**src/rtl/prog_loader.sv**
```systemverilog
// prog_loader: framed byte-stream boot loader. It writes the image into RAM and holds the CPU in reset until the checksum passes.
// Defining LOADER_TIMEOUT_EN adds an inter-byte timeout of TIMEOUT_CYC clocks while a frame is in progress.
module prog_loader #(
    parameter int ADDR_W      = 8,
    parameter int TIMEOUT_CYC = 1024
) (
    input  logic              clk,
    input  logic              reset,
    input  logic [7:0]        rx_data,
    input  logic              rx_valid,
    output logic              rx_ready,
    output logic [ADDR_W-1:0] mem_addr,
    output logic [7:0]        mem_wdata,
    output logic              mem_we,
    output logic              cpu_reset,
    output logic              load_done,
    output logic              load_err
);
    // state  | meaning
    // S_IDLE | waiting for the 0xA5 header; other bytes are dropped
    // S_LEN  | next byte is the data count (0 means 256)
    // S_ADDR | next byte is the start address
    // S_DATA | data bytes are written to RAM and summed
    // S_CSUM | next byte is compared with the running sum
    // S_RUN  | image verified, CPU released
    // S_ERR  | checksum or timeout failure, CPU held in reset
    typedef enum logic [2:0] {
        S_IDLE, S_LEN, S_ADDR, S_DATA, S_CSUM, S_RUN, S_ERR
    } state_t;

    localparam logic [7:0] HDR = 8'hA5;

    if (TIMEOUT_CYC < 1) begin : g_tmo_param_chk
        $error("prog_loader: TIMEOUT_CYC must be at least 1");
    end

    state_t            state_q;
    logic [8:0]        cnt_q;
    logic [ADDR_W-1:0] ptr_q;
    logic [7:0]        sum_q;
    logic              rx_ready_q;
    logic [ADDR_W-1:0] mem_addr_q;
    logic [7:0]        mem_wdata_q;
    logic              mem_we_q;
    logic              cpu_reset_q;
    logic              load_done_q;
    logic              load_err_q;
    logic              accept_d;
    logic              timeout_d;

    assign accept_d = rx_valid && rx_ready_q;

`ifdef LOADER_TIMEOUT_EN
    localparam int TW = $clog2(TIMEOUT_CYC + 1);
    logic [TW-1:0] tmo_q;
    logic          in_frame_d;

    assign in_frame_d = state_q inside {S_LEN, S_ADDR, S_DATA, S_CSUM};

    // Down-counter reloaded by every accepted byte; terminal count means TIMEOUT_CYC idle cycles.
    always_ff @(posedge clk or negedge reset) begin
        if (!reset) begin
            tmo_q <= TW'(TIMEOUT_CYC - 1);
        end else if (accept_d || !in_frame_d) begin
            tmo_q <= TW'(TIMEOUT_CYC - 1);
        end else if (tmo_q != '0) begin
            tmo_q <= tmo_q - TW'(1);
        end
    end

    assign timeout_d = in_frame_d && !accept_d && (tmo_q == '0);
`else
    assign timeout_d = 1'b0;
`endif

    always_ff @(posedge clk or negedge reset) begin
        if (!reset) begin
            state_q     <= S_IDLE;
            cnt_q       <= '0;
            ptr_q       <= '0;
            sum_q       <= '0;
            rx_ready_q  <= 1'b0;
            mem_addr_q  <= '0;
            mem_wdata_q <= '0;
            mem_we_q    <= 1'b0;
            cpu_reset_q <= 1'b1;
            load_done_q <= 1'b0;
            load_err_q  <= 1'b0;
        end else begin
            rx_ready_q <= 1'b1;
            mem_we_q   <= 1'b0;
            if (timeout_d) begin
                state_q    <= S_ERR;
                load_err_q <= 1'b1;
            end else if (accept_d) begin
                case (state_q)
                    S_IDLE: begin
                        if (rx_data == HDR) state_q <= S_LEN;
                    end
                    S_LEN: begin
                        cnt_q   <= (rx_data == 8'h00) ? 9'd256 : {1'b0, rx_data};
                        state_q <= S_ADDR;
                    end
                    S_ADDR: begin
                        ptr_q   <= rx_data[ADDR_W-1:0];
                        sum_q   <= '0;
                        state_q <= S_DATA;
                    end
                    S_DATA: begin
                        mem_we_q    <= 1'b1;
                        mem_addr_q  <= ptr_q;
                        mem_wdata_q <= rx_data;
                        ptr_q       <= ptr_q + ADDR_W'(1);
                        sum_q       <= sum_q + rx_data;
                        cnt_q       <= cnt_q - 9'd1;
                        if (cnt_q == 9'd1) state_q <= S_CSUM;
                    end
                    S_CSUM: begin
                        if (rx_data == sum_q) begin
                            state_q     <= S_RUN;
                            cpu_reset_q <= 1'b0;
                            load_done_q <= 1'b1;
                        end else begin
                            state_q    <= S_ERR;
                            load_err_q <= 1'b1;
                        end
                    end
                    S_RUN: begin
                        if (rx_data == HDR) begin
                            state_q     <= S_LEN;
                            cpu_reset_q <= 1'b1;
                            load_done_q <= 1'b0;
                        end
                    end
                    S_ERR: begin
                        if (rx_data == HDR) begin
                            state_q    <= S_LEN;
                            load_err_q <= 1'b0;
                        end
                    end
                    default: state_q <= S_IDLE;
                endcase
            end
        end
    end

    assign rx_ready  = rx_ready_q;
    assign mem_addr  = mem_addr_q;
    assign mem_wdata = mem_wdata_q;
    assign mem_we    = mem_we_q;
    assign cpu_reset = cpu_reset_q;
    assign load_done = load_done_q;
    assign load_err  = load_err_q;

endmodule

```
**config.mk**
```make
export PLATFORM = sky130hd
export DESIGN_NAME = prog_loader
export DESIGN_NICKNAME = d
export VERILOG_FILES = /design/src/rtl/prog_loader.sv
export SDC_FILE = /design/constraint.sdc
export NUM_CORES = 1
export LEC_CHECK = 0
export CORE_UTILIZATION = 50
export DETAILED_ROUTE_END_ITERATION = 6
export PLACE_DENSITY_LB_ADDON = 0.2
export SYNTH_ARGS = -nofsm -noshare
export SYNTH_HDL_FRONTEND = slang
export SYNTH_SLANG_ARGS = --single-unit
export TNS_END_PERCENT = 100
```
**constraint.sdc**
```tcl
create_clock -name clk -period 1.9 [get_ports clk]
set_input_delay 0.475 -clock clk [delete_from_list [all_inputs] [get_ports clk]]
set_output_delay 0.475 -clock clk [all_outputs]
set_load 0.02 [all_outputs]
```
* After elaboration in Yosys (flattened, before gate mapping)
Index checks and enable logic that the tools add are counted.
** Cells by class
- Equal/unequal tests :: 15
- Muxes and demuxes :: 18
- Reductions and logical operators :: 14
- Add/subtract/negate cells :: 3
** Operator list (number)
- $pmux 8 s2 :: 2
- $pmux 9 s2 :: 1
- $pmux 3 s5 :: 1
- $ne 2x2->1 const B :: 5
- $eq 3x3->1 const B :: 3
- $eq 9x1->1 const B :: 1
- $mux 9 :: 1
- $sub 9x1->9 const B :: 1
- $add 8x1->8 const B :: 1
- $add 8x8->8 :: 1
- $eq 8x8->1 :: 1
- $eq 8x8->1 const B :: 1
- $logic_not 8->1 :: 1
- $reduce_and 4->1 :: 2
- $reduce_bool 2->1 :: 4
- $mux 1 :: 7
- $eq 3x2->1 const B :: 2
- $mux 3 :: 2
- $pmux 1 s2 :: 3
- $reduce_and 2->1 :: 3
- $eq 3x1->1 const B :: 1
- $logic_not 3->1 :: 1
- $reduce_and 3->1 :: 1
- $reduce_or 3->1 :: 1
- other kinds (3) :: 3
** Storage, ports and cells
- Word-level logic and storage cells :: 61
- Register bits after elaboration :: 49

* Logic depth before layout (Yosys ltp)
- Word-level depth :: 4
- Mapped depth :: 7

* Least setup slack after synthesis
No wires, ideal clock.
- Path type :: input to register
- Start :: input port rx_data[4]
- End :: register load_done_q, in the netlist load_done
- Setup slack :: -0.191 ns
- Required time :: 1.782 ns
- Stages on the path :: 5
- Arrival :: 1.973 ns
- Path through :: ha_1 nor4_4 a31oi_2 or4_4 a21o_1
** Between the ends
- Cells in the longest elaborated chain, start to end :: 3
- Elaborated cells between the ends (all ways) :: 5
- Those cells by class :: eq/ne (4); reduce/logical (1)
** RTL lines
- start, declared :: RTL line 9 : input logic [7:0] rx_data,
- $eq 8x8->1 (on tied branches) :: RTL line 129, 119
- $ne 2x2->1 (no source line)
- $reduce_and 4->1 (no source line) *
- end signal, assigned :: RTL line 87 : load_done_q <= 1'b0;
- end signal, assigned :: RTL line 122 : load_done_q <= 1'b1;
- end signal, assigned :: RTL line 132 : load_done_q <= 1'b0;
- end, declared :: RTL line 46 : logic load_done_q;
Mark *: on every way between the ends. The rest lies on a longest branch, timed or not.
A chain may end at the register's enable or synchronous reset.

* Worst setup path after layout
- Start :: register sum_q[2]
- End :: register load_done_q, in the netlist load_done
** Between the ends
- Cells in the longest elaborated chain, start to end :: 3
** RTL lines
- start, declared :: RTL line 40 : logic [7:0] sum_q;
- start signal, assigned :: RTL line 114 : sum_q <= sum_q + rx_data;
- $eq 8x8->1 :: RTL line 119 : if (rx_data == sum_q) begin
- $ne 2x2->1 (no source line)
- $reduce_and 4->1 (no source line)
No other way between the ends.

==> results.yml <==
outcome:
  outcome: "completed"
setup_path:
  crit_type: "register to register"
  worstReg2RegStart: "sum_q[2]"
  crit_fanout: 2
  startpoint: "sum_q[2]"
  cp.arrival_ns: 2.08
  crit_path_end_kind: "register"
  required_ns: 2.11
  start_kind: "register"
floorplanning:
  core_area_um2: 5240
  start_util: 0.533
  core.rowCount: 26
  num_io_pins: 32
  dieHeight_um: 76.7
  die-width_um: 76.7
  dieArea_um2: 5880
placed_design:
  portBuffers: 31
  placed_area_um2: 3570
  routabilityCongestion: 0.868
  pre_cts_slack_ns: -0.677
  post-place-cells: 411
  hpwl_mm: 5.13
route:
  drt_iter0_drc: 131
  ant_nets: 0
  vias: 2462
  wl_per_cell_um: 16.7
  drt_pass1_iterations: 4
  vias_per_cell: 5.86
  drc: 0
  drt-total-wl_mm: 7.00
synth:
  synth.distinct_cells: 61
  ys.flop_type: "dfrtp_1"
  synth_nets: 301
  synth_edf_count: 0
  synth-seq-area-share: 0.440
  ys_async_sr_fraction: 1.00
  netlist_area_um2: 2790
  ys_ff_latch: 49
  yosysWarnings: 0
  synthCells: 279
  syn_area_per_cell_um2: 10.0
pwr:
  ir_worst_vdd_mv: 0.814
  finalPower_mw: 5.69
  p_leak_nw: 1.56
  p_per_area_nw_per_um2: 1540
finish:
  synthToLayoutAreaGrowth_pct: 32.6
  n_antenna_cell: 0
  final_nets: 371
  layout_commonest_cell: "dfrtp_1"
  layout_common_cells: "48 x dfrtp_1, 43 x buf_4, 21 x a21oi_1, 21 x clkdlybuf4s50_1, 20 x nand2_1"
  final-instance-count-excl-fill: 420
  stdcell_area_um2: 3700
  drive_above_1_share: 0.277
timing:
  fmax_ghz: 0.535
  setup_viol: 0
  rsz0062_at_grt: "yes"
  hold_slack_ns: 0.121
  fin_crit_ns: 1.87
  finalHoldViolCount: 0
  fin_worst_skew_ns: 0.00789
  finalCritPeriodShare: 0.984
  setup_ws_ns: 0.0302
  finalMaxSlewViolations: 0
clocking:
  cts_buffer_depth: 2
  cts.sinks: 49
  cts_inserted_buffers: 5
  clkLatencyLatePin_ns: 0.31
  cts_tree: "done"
  htreeDepth: 2
  clock-root-buffer: "clkbuf_8"
  clk_pin_slew_worst_paths_ns: 0.10
grt:
  grt_use_met1: 0.351
  grt_max_degree: 50
  grt_overflow: 0
  grt_pass1_wl_mm: 11.9
  grt.total_usage: 0.259
  grt_pass1_vias: 2442
  grt_antenna_before_repair: 0
  grt.met3_usage: 0.0476
  grtUsageMet2: 0.416
  grt-busiest-layer: "met2"
job:
  cap_violations: 0
hold_path:
  hold_class: "input port to asynchronous set/reset pin"
==> final cells by class <==
cell class	instances	area, um^2
Clock buffer	5	68.8
Clock inverter	3	21.3
Fill cell	392	1540
Inverter	9	33.8
Multi-Input combinational cell	206	1580
Sequential cell	49	1230
Tap cell	70	87.6
Timing Repair Buffer	78	681
==> worst max-delay path, stage by stage (launching register included) <==
cell and delay [ns]:
dfrtp_1 0.43, ha_4 0.26, buf_4 0.13, nor3_4 0.16, a31oi_2 0.13, or4_4 0.50, a21o_1 0.16
==> repair_timing <==
item,in CTS,in global routing
hold buffers,0,0
setup endpoints to repair,13,7
buffers inserted,0,1
hold endpoints to repair,0,0
gates resized for setup,13,9
pin swaps,4,11
==> path summary, 6_finish.rpt <==
path	end	slack, ns	cells past startpoint
worst min register to register	cpu_reset	0.49	2
worst max register to register	load_done	0.03	6
max in group asynchronous	cpu_reset	1.50	2
worst max-delay path	load_done	0.03	6
worst min-delay path	cnt_q[6]	0.12	2
min in group clk	cpu_reset	0.49	2
==> report_power, final <==
group | internal [mW] | switching [mW]
clock | 0.262 | 0.380
combinational | 1.56 | 1.54
sequential | 1.50 | 0.442
==> cells by family after synthesis <==
family                   Yosys count  share of synthesized area
multiplexers                      17                     0.0686
other                              1                    0.00134
adder cells (fa/ha/maj)           11                     0.0520
XOR/XNOR                           5                     0.0184
AO/OA/AOI/OAI                     87                      0.210
flip-flops                        49                      0.440
buffers and inverters             24                     0.0372
AND/OR/NAND/NOR                   85                      0.173
==> sequential cells by signal (all words and copies together), names as in the netlist <==
name,cells
load_done,1
cpu_reset,1
mem_we,1
mem_addr,8
cnt_q,9
state_q,3
ptr_q,8
mem_wdata,8
sum_q,8
load_err,1
rx_ready,1
==> metrics by stage <==
step                utilization  TNS, ns
floorplan                     -        0
global placement          0.682    -8.37
detailed placement        0.682    -9.00
CTS                       0.702        0
global route              0.706  -0.0390
finish                    0.706        0
==> cell usage after synthesis (2+ instances only) <==
cell type	n	share of area
o21a_1	2	0.0054
a2bb2oi_1	3	0.0094
or3_1	4	0.0090
o31ai_1	3	0.0081
or4_1	3	0.0081
a31oi_1	5	0.011
a21oi_1	21	0.038
a21o_1	3	0.0081
dfrtp_1	48	0.43
inv_1	8	0.011
buf_2	8	0.014
mux2_2	17	0.069
o21ai_0	19	0.034
nand3_1	11	0.020
o2bb2ai_1	2	0.0063
a41oi_1	2	0.0063
clkbuf_1	6	0.0081
o22ai_1	3	0.0067
o22a_1	4	0.013
nor4_1	5	0.011
nor3_1	5	0.0090
xnor2_1	3	0.0094
and3_1	4	0.0090
a211oi_1	5	0.013
ha_1	10	0.045
nor2_1	14	0.019
and2_1	2	0.0045
nor3b_1	4	0.011
o211ai_1	4	0.011
nand2_1	20	0.027
==> layer usage <==
metal  routed length [um]  share of wire
met2                 3480           0.50
met4                  108          0.015
met5                    0              0
met1                 3100           0.44
met3                  319          0.046
(Power assumes the default switching activity.)
==> RTL edit 1 (config.mk and constraints unchanged) <==
The parameter `ADDR_W` goes from 8 to 6.
--- a/src/rtl/prog_loader.sv
+++ b/src/rtl/prog_loader.sv
@@ -2,5 +2,5 @@
 // Defining LOADER_TIMEOUT_EN adds an inter-byte timeout of TIMEOUT_CYC clocks while a frame is in progress.
 module prog_loader #(
-    parameter int ADDR_W      = 8,
+    parameter int ADDR_W      = 6,
     parameter int TIMEOUT_CYC = 1024
 ) (
Ports: changed (resized mem_addr); port bits go from 32 to 30. The function was not compared with the original's and may differ.
==> RTL edit 1 against the unedited design <==
  * The flow now finishes with violations (negative setup slack)
  * Sequential power fell by 9.8%
  * Final cell count fell by 9.3%
  * Hold slack improved by 0.017 ns
  * Via count decreased by 11%
  * Design area fell by 8.7%
  * First-iteration DRC count down 40%
  * Sequential cell count down 4
  * Synthesized area decreased by 12%
  * Wire length decreased by 12%
  * Power is 5.2% lower
  * Setup slack worse by 0.11 ns
  * Sequential share of layout area up 0.18 points
  * Critical endpoint is now state_q[0]$_DFFE_PN0P_
==> RTL edit 1: results (changes against the unedited design) <==
Route
  – Vias: 2,181 (was 2,462)
  – Initial drt markers: 79 (was 131)
  – Wire length on met2: 3.13 mm (was 3.48 mm)

Outcome
  – Violated checks: negative setup slack
  – Outcome: finished with violations (was finished clean)

GRT
  – Pin count of the biggest net entering global routing: 46 (was 50)
  – GRT Overall Usage: 0.255 (was 0.259)
  – Vias in the first global route: 2,104 (was 2,442)
  – Grt met3 use: 0.0417 (was 0.0476)
  – Met1 Resource Use GR: 0.340 (was 0.351)

Placement
  – RD Place Congestion: 0.870 (was 0.868)
  – Pre-CTS setup slack: -0.567 ns (was -0.677 ns)
  – Cell count after placement: 372 (was 411)

Cells and area
  – Sequential share of cell area: 0.334 (was 0.332)
  – Share of cells above drive strength 1: 0.312 (was 0.277)
  – Non-filler cells in the finished layout: 381 (was 420)
  – Final nets: 335 (was 371)
  – Multi-input combinational cell count: 182 (was 206)
  – Fill count: 355 (was 392)
  – Layout clock area frac: 0.0355 (was 0.0243)
  – Seq cells: 45 (was 49)

Power and ir drop
  – Internal power: 0.00327 W (was 0.00333 W)
  – Leak pwr: 1.49 nW (was 1.56 nW)
  – Sequential Power: 0.00175 W (was 0.00194 W)

Critical path
  – Worst EP arrival: 2.17 ns (was 2.08 ns)

Logic synthesis
  – Main area contributors after synthesis: dfrtp_1 (45%), mux2_2 (6.4%), a21oi_1 (5.5%) (was dfrtp_1 (43%), mux2_2 (6.9%), ha_1 (4.5%))
  – Most instantiated cells after synthesis: dfrtp_1 (44), a21oi_1 (27), o21ai_0 (26) (was dfrtp_1 (48), a21oi_1 (21), nand2_1 (20))

Timing
  – Final setup margin: -0.0792 ns (was 0.0302 ns)
  – Count of final setup violators: 1 (was 0)
==> RTL edit 1: changes by cell type after synthesis, moves of 5 or more <==
| cell | change |
|---|---|
| a21oi_1 | +6 |
| a22o_1 | +5 |
| buf_2 | -6 |
| nand2_1 | -9 |
| nand3_1 | -7 |
| nor2_1 | +6 |
| o21ai_0 | +7 |
==> RTL edit 1: path summary, 6_finish.rpt <==
kind / from / to / slack (ns) / depth (start not counted)
max: cnt_q[1]$_DFFE_PN0P_ / state_q[0]$_DFFE_PN0P_ / -0.08 / 6
min reg2reg: mem_wdata[7]$_DFFE_PN0P_ / mem_wdata[7]$_DFFE_PN0P_ / 0.51 / 1
max reg2reg: cnt_q[1]$_DFFE_PN0P_ / state_q[0]$_DFFE_PN0P_ / -0.08 / 6
min in group clk: mem_wdata[7]$_DFFE_PN0P_ / mem_wdata[7]$_DFFE_PN0P_ / 0.51 / 1
max in group asynchronous: reset / cpu_reset$_DFFE_PN1P_ / 1.49 / 2
min: reset / cnt_q[0]$_DFFE_PN0P_ / 0.14 / 2
==> RTL edit 2 (same settings) <==
Made on the original files. Encoding of `state_t`: now one-hot (7 bits for 7 states).
--- a/src/rtl/prog_loader.sv
+++ b/src/rtl/prog_loader.sv
@@ -25,6 +25,6 @@
     // S_RUN  | image verified, CPU released
     // S_ERR  | checksum or timeout failure, CPU held in reset
-    typedef enum logic [2:0] {
-        S_IDLE, S_LEN, S_ADDR, S_DATA, S_CSUM, S_RUN, S_ERR
+    typedef enum logic [6:0] {
+        S_IDLE = 7'b0000001, S_LEN = 7'b0000010, S_ADDR = 7'b0000100, S_DATA = 7'b0001000, S_CSUM = 7'b0010000, S_RUN = 7'b0100000, S_ERR = 7'b1000000
     } state_t;
 
Behaviour: no difference found for any inputs over 10 cycles, from zero or initial values and one cycle with reset low; not proved beyond that.
==> RTL edit 2 against the unedited design <==
  * Synthesized area increased by 5.0%
  * Largest cell class unchanged
  * Hold slack got worse by 0.059 ns
  * Sequential cell count grew 4
  * Final cell count is 17% higher
  * Non-clock buffer count grew 18
  * Design area is 9.9% higher
  * Setup slack got worse by 0.038 ns
  * Critical path type unchanged
  * Wire length rose by 16%
  * The flow now finishes with violations (negative setup slack)
Power is not compared: it rests on default switching activity, and its combinational part moved more than twofold at a synthesized area within 25%.
==> RTL edit 2: results (changes against the unedited design) <==
Placement
  – Pre-CTS setup slack: -0.599 ns (was -0.677 ns)
  – RD Place Congestion: 0.924 (was 0.868)
  – Cell count after placement: 476 (was 411)

GRT
  – Met2 global-route usage: 0.468 (was 0.416)
  – GRT Overall Usage: 0.283 (was 0.259)
  – Grt met3 use: 0.0488 (was 0.0476)
  – Met1 Resource Use GR: 0.365 (was 0.351)
  – First-pass GRT wire length: 13.4 mm (was 11.9 mm)
  – Pin count of the biggest net entering global routing: 26 (was 50)

Critical path
  – Crit Path Max Fanout: 5 (was 2)
  – R2R Path End: cnt_q[7]$_DFFE_PN0P_ (was load_done$_DFFE_PN0P_)
  – CP max stage delay: 0.60 ns (was 0.50 ns)
  – R2r worst-path depth: 3 (was 6)

Cells and area
  – Final non-clock buffer share: 0.198 (was 0.184)
  – Multi-input combinational cell count: 254 (was 206)
  – Multi-input gate share of the layout cell area: 0.416 (was 0.427)
  – Fill count: 406 (was 392)
  – Final nets: 441 (was 371)

Logic synthesis
  – Post-Synth Adder-Cell Area: 0.0495 (was 0.0520)
  – Sequential fraction of the synthesis area: 0.453 (was 0.440)
  – Xor and xnor area share after synthesis: 0.0269 (was 0.0184)
  – Synth Area in Compound Gates: 0.173 (was 0.210)

Timing
  – Setup TNS: -0.00784 ns (was 0 ns)
  – WHS: 0.0622 ns (was 0.121 ns)
  – Clk_skew: 0.0112 ns (was 0.00789 ns)
  – Final setup margin: -0.00784 ns (was 0.0302 ns)
  – Count of final setup violators: 1 (was 0)

Route
  – Via density: 5.77 (was 5.86)
  – Wire length on met2: 4.07 mm (was 3.48 mm)
  – Met3 WL: 472 um (was 319 um)
  – Avg WL per Cell: 16.5 um (was 16.7 um)

CTS
  – Number of buffers added for setup after CTS: 2 (was 0)
  – CTS resizes: 30 (was 13)

Outcome
  – Violated checks: negative setup slack
  – Outcome: finished with violations (was finished clean)

Die
  – Core box area: 5570 sq um (was 5240 sq um)
## RTL edit 2: changes by cell type after synthesis, sizes merged, moves of 4 or more
cell and delta:
nand2 +54, nor2 +4, nor3 +6, mux2 -16
xor2 +4, o21ai +14, a211oi -5, clkbuf +7
## RTL edit 2: worst max-delay path by stage
stage	from	end	slack, ns	depth (start not counted)
CTS	cnt_q[1]$_DFFE_PN0P_	state_q[6]$_DFFE_PN0P_	-0.02	8
finish	state_q[4]$_DFFE_PN0P_	cnt_q[7]$_DFFE_PN0P_	-0.008	3
detailed placement	rx_data[1]	sum_q[7]$_DFFE_PN0P_	-0.60	7
floorplan	state_q[5]$_DFFE_PN0P_	cnt_q[7]$_DFFE_PN0P_	-0.05	5
global placement	rx_data[1]	sum_q[7]$_DFFE_PN0P_	-0.58	7
global route	cnt_q[1]$_DFFE_PN0P_	state_q[1]$_DFFE_PN0P_	-0.08	9
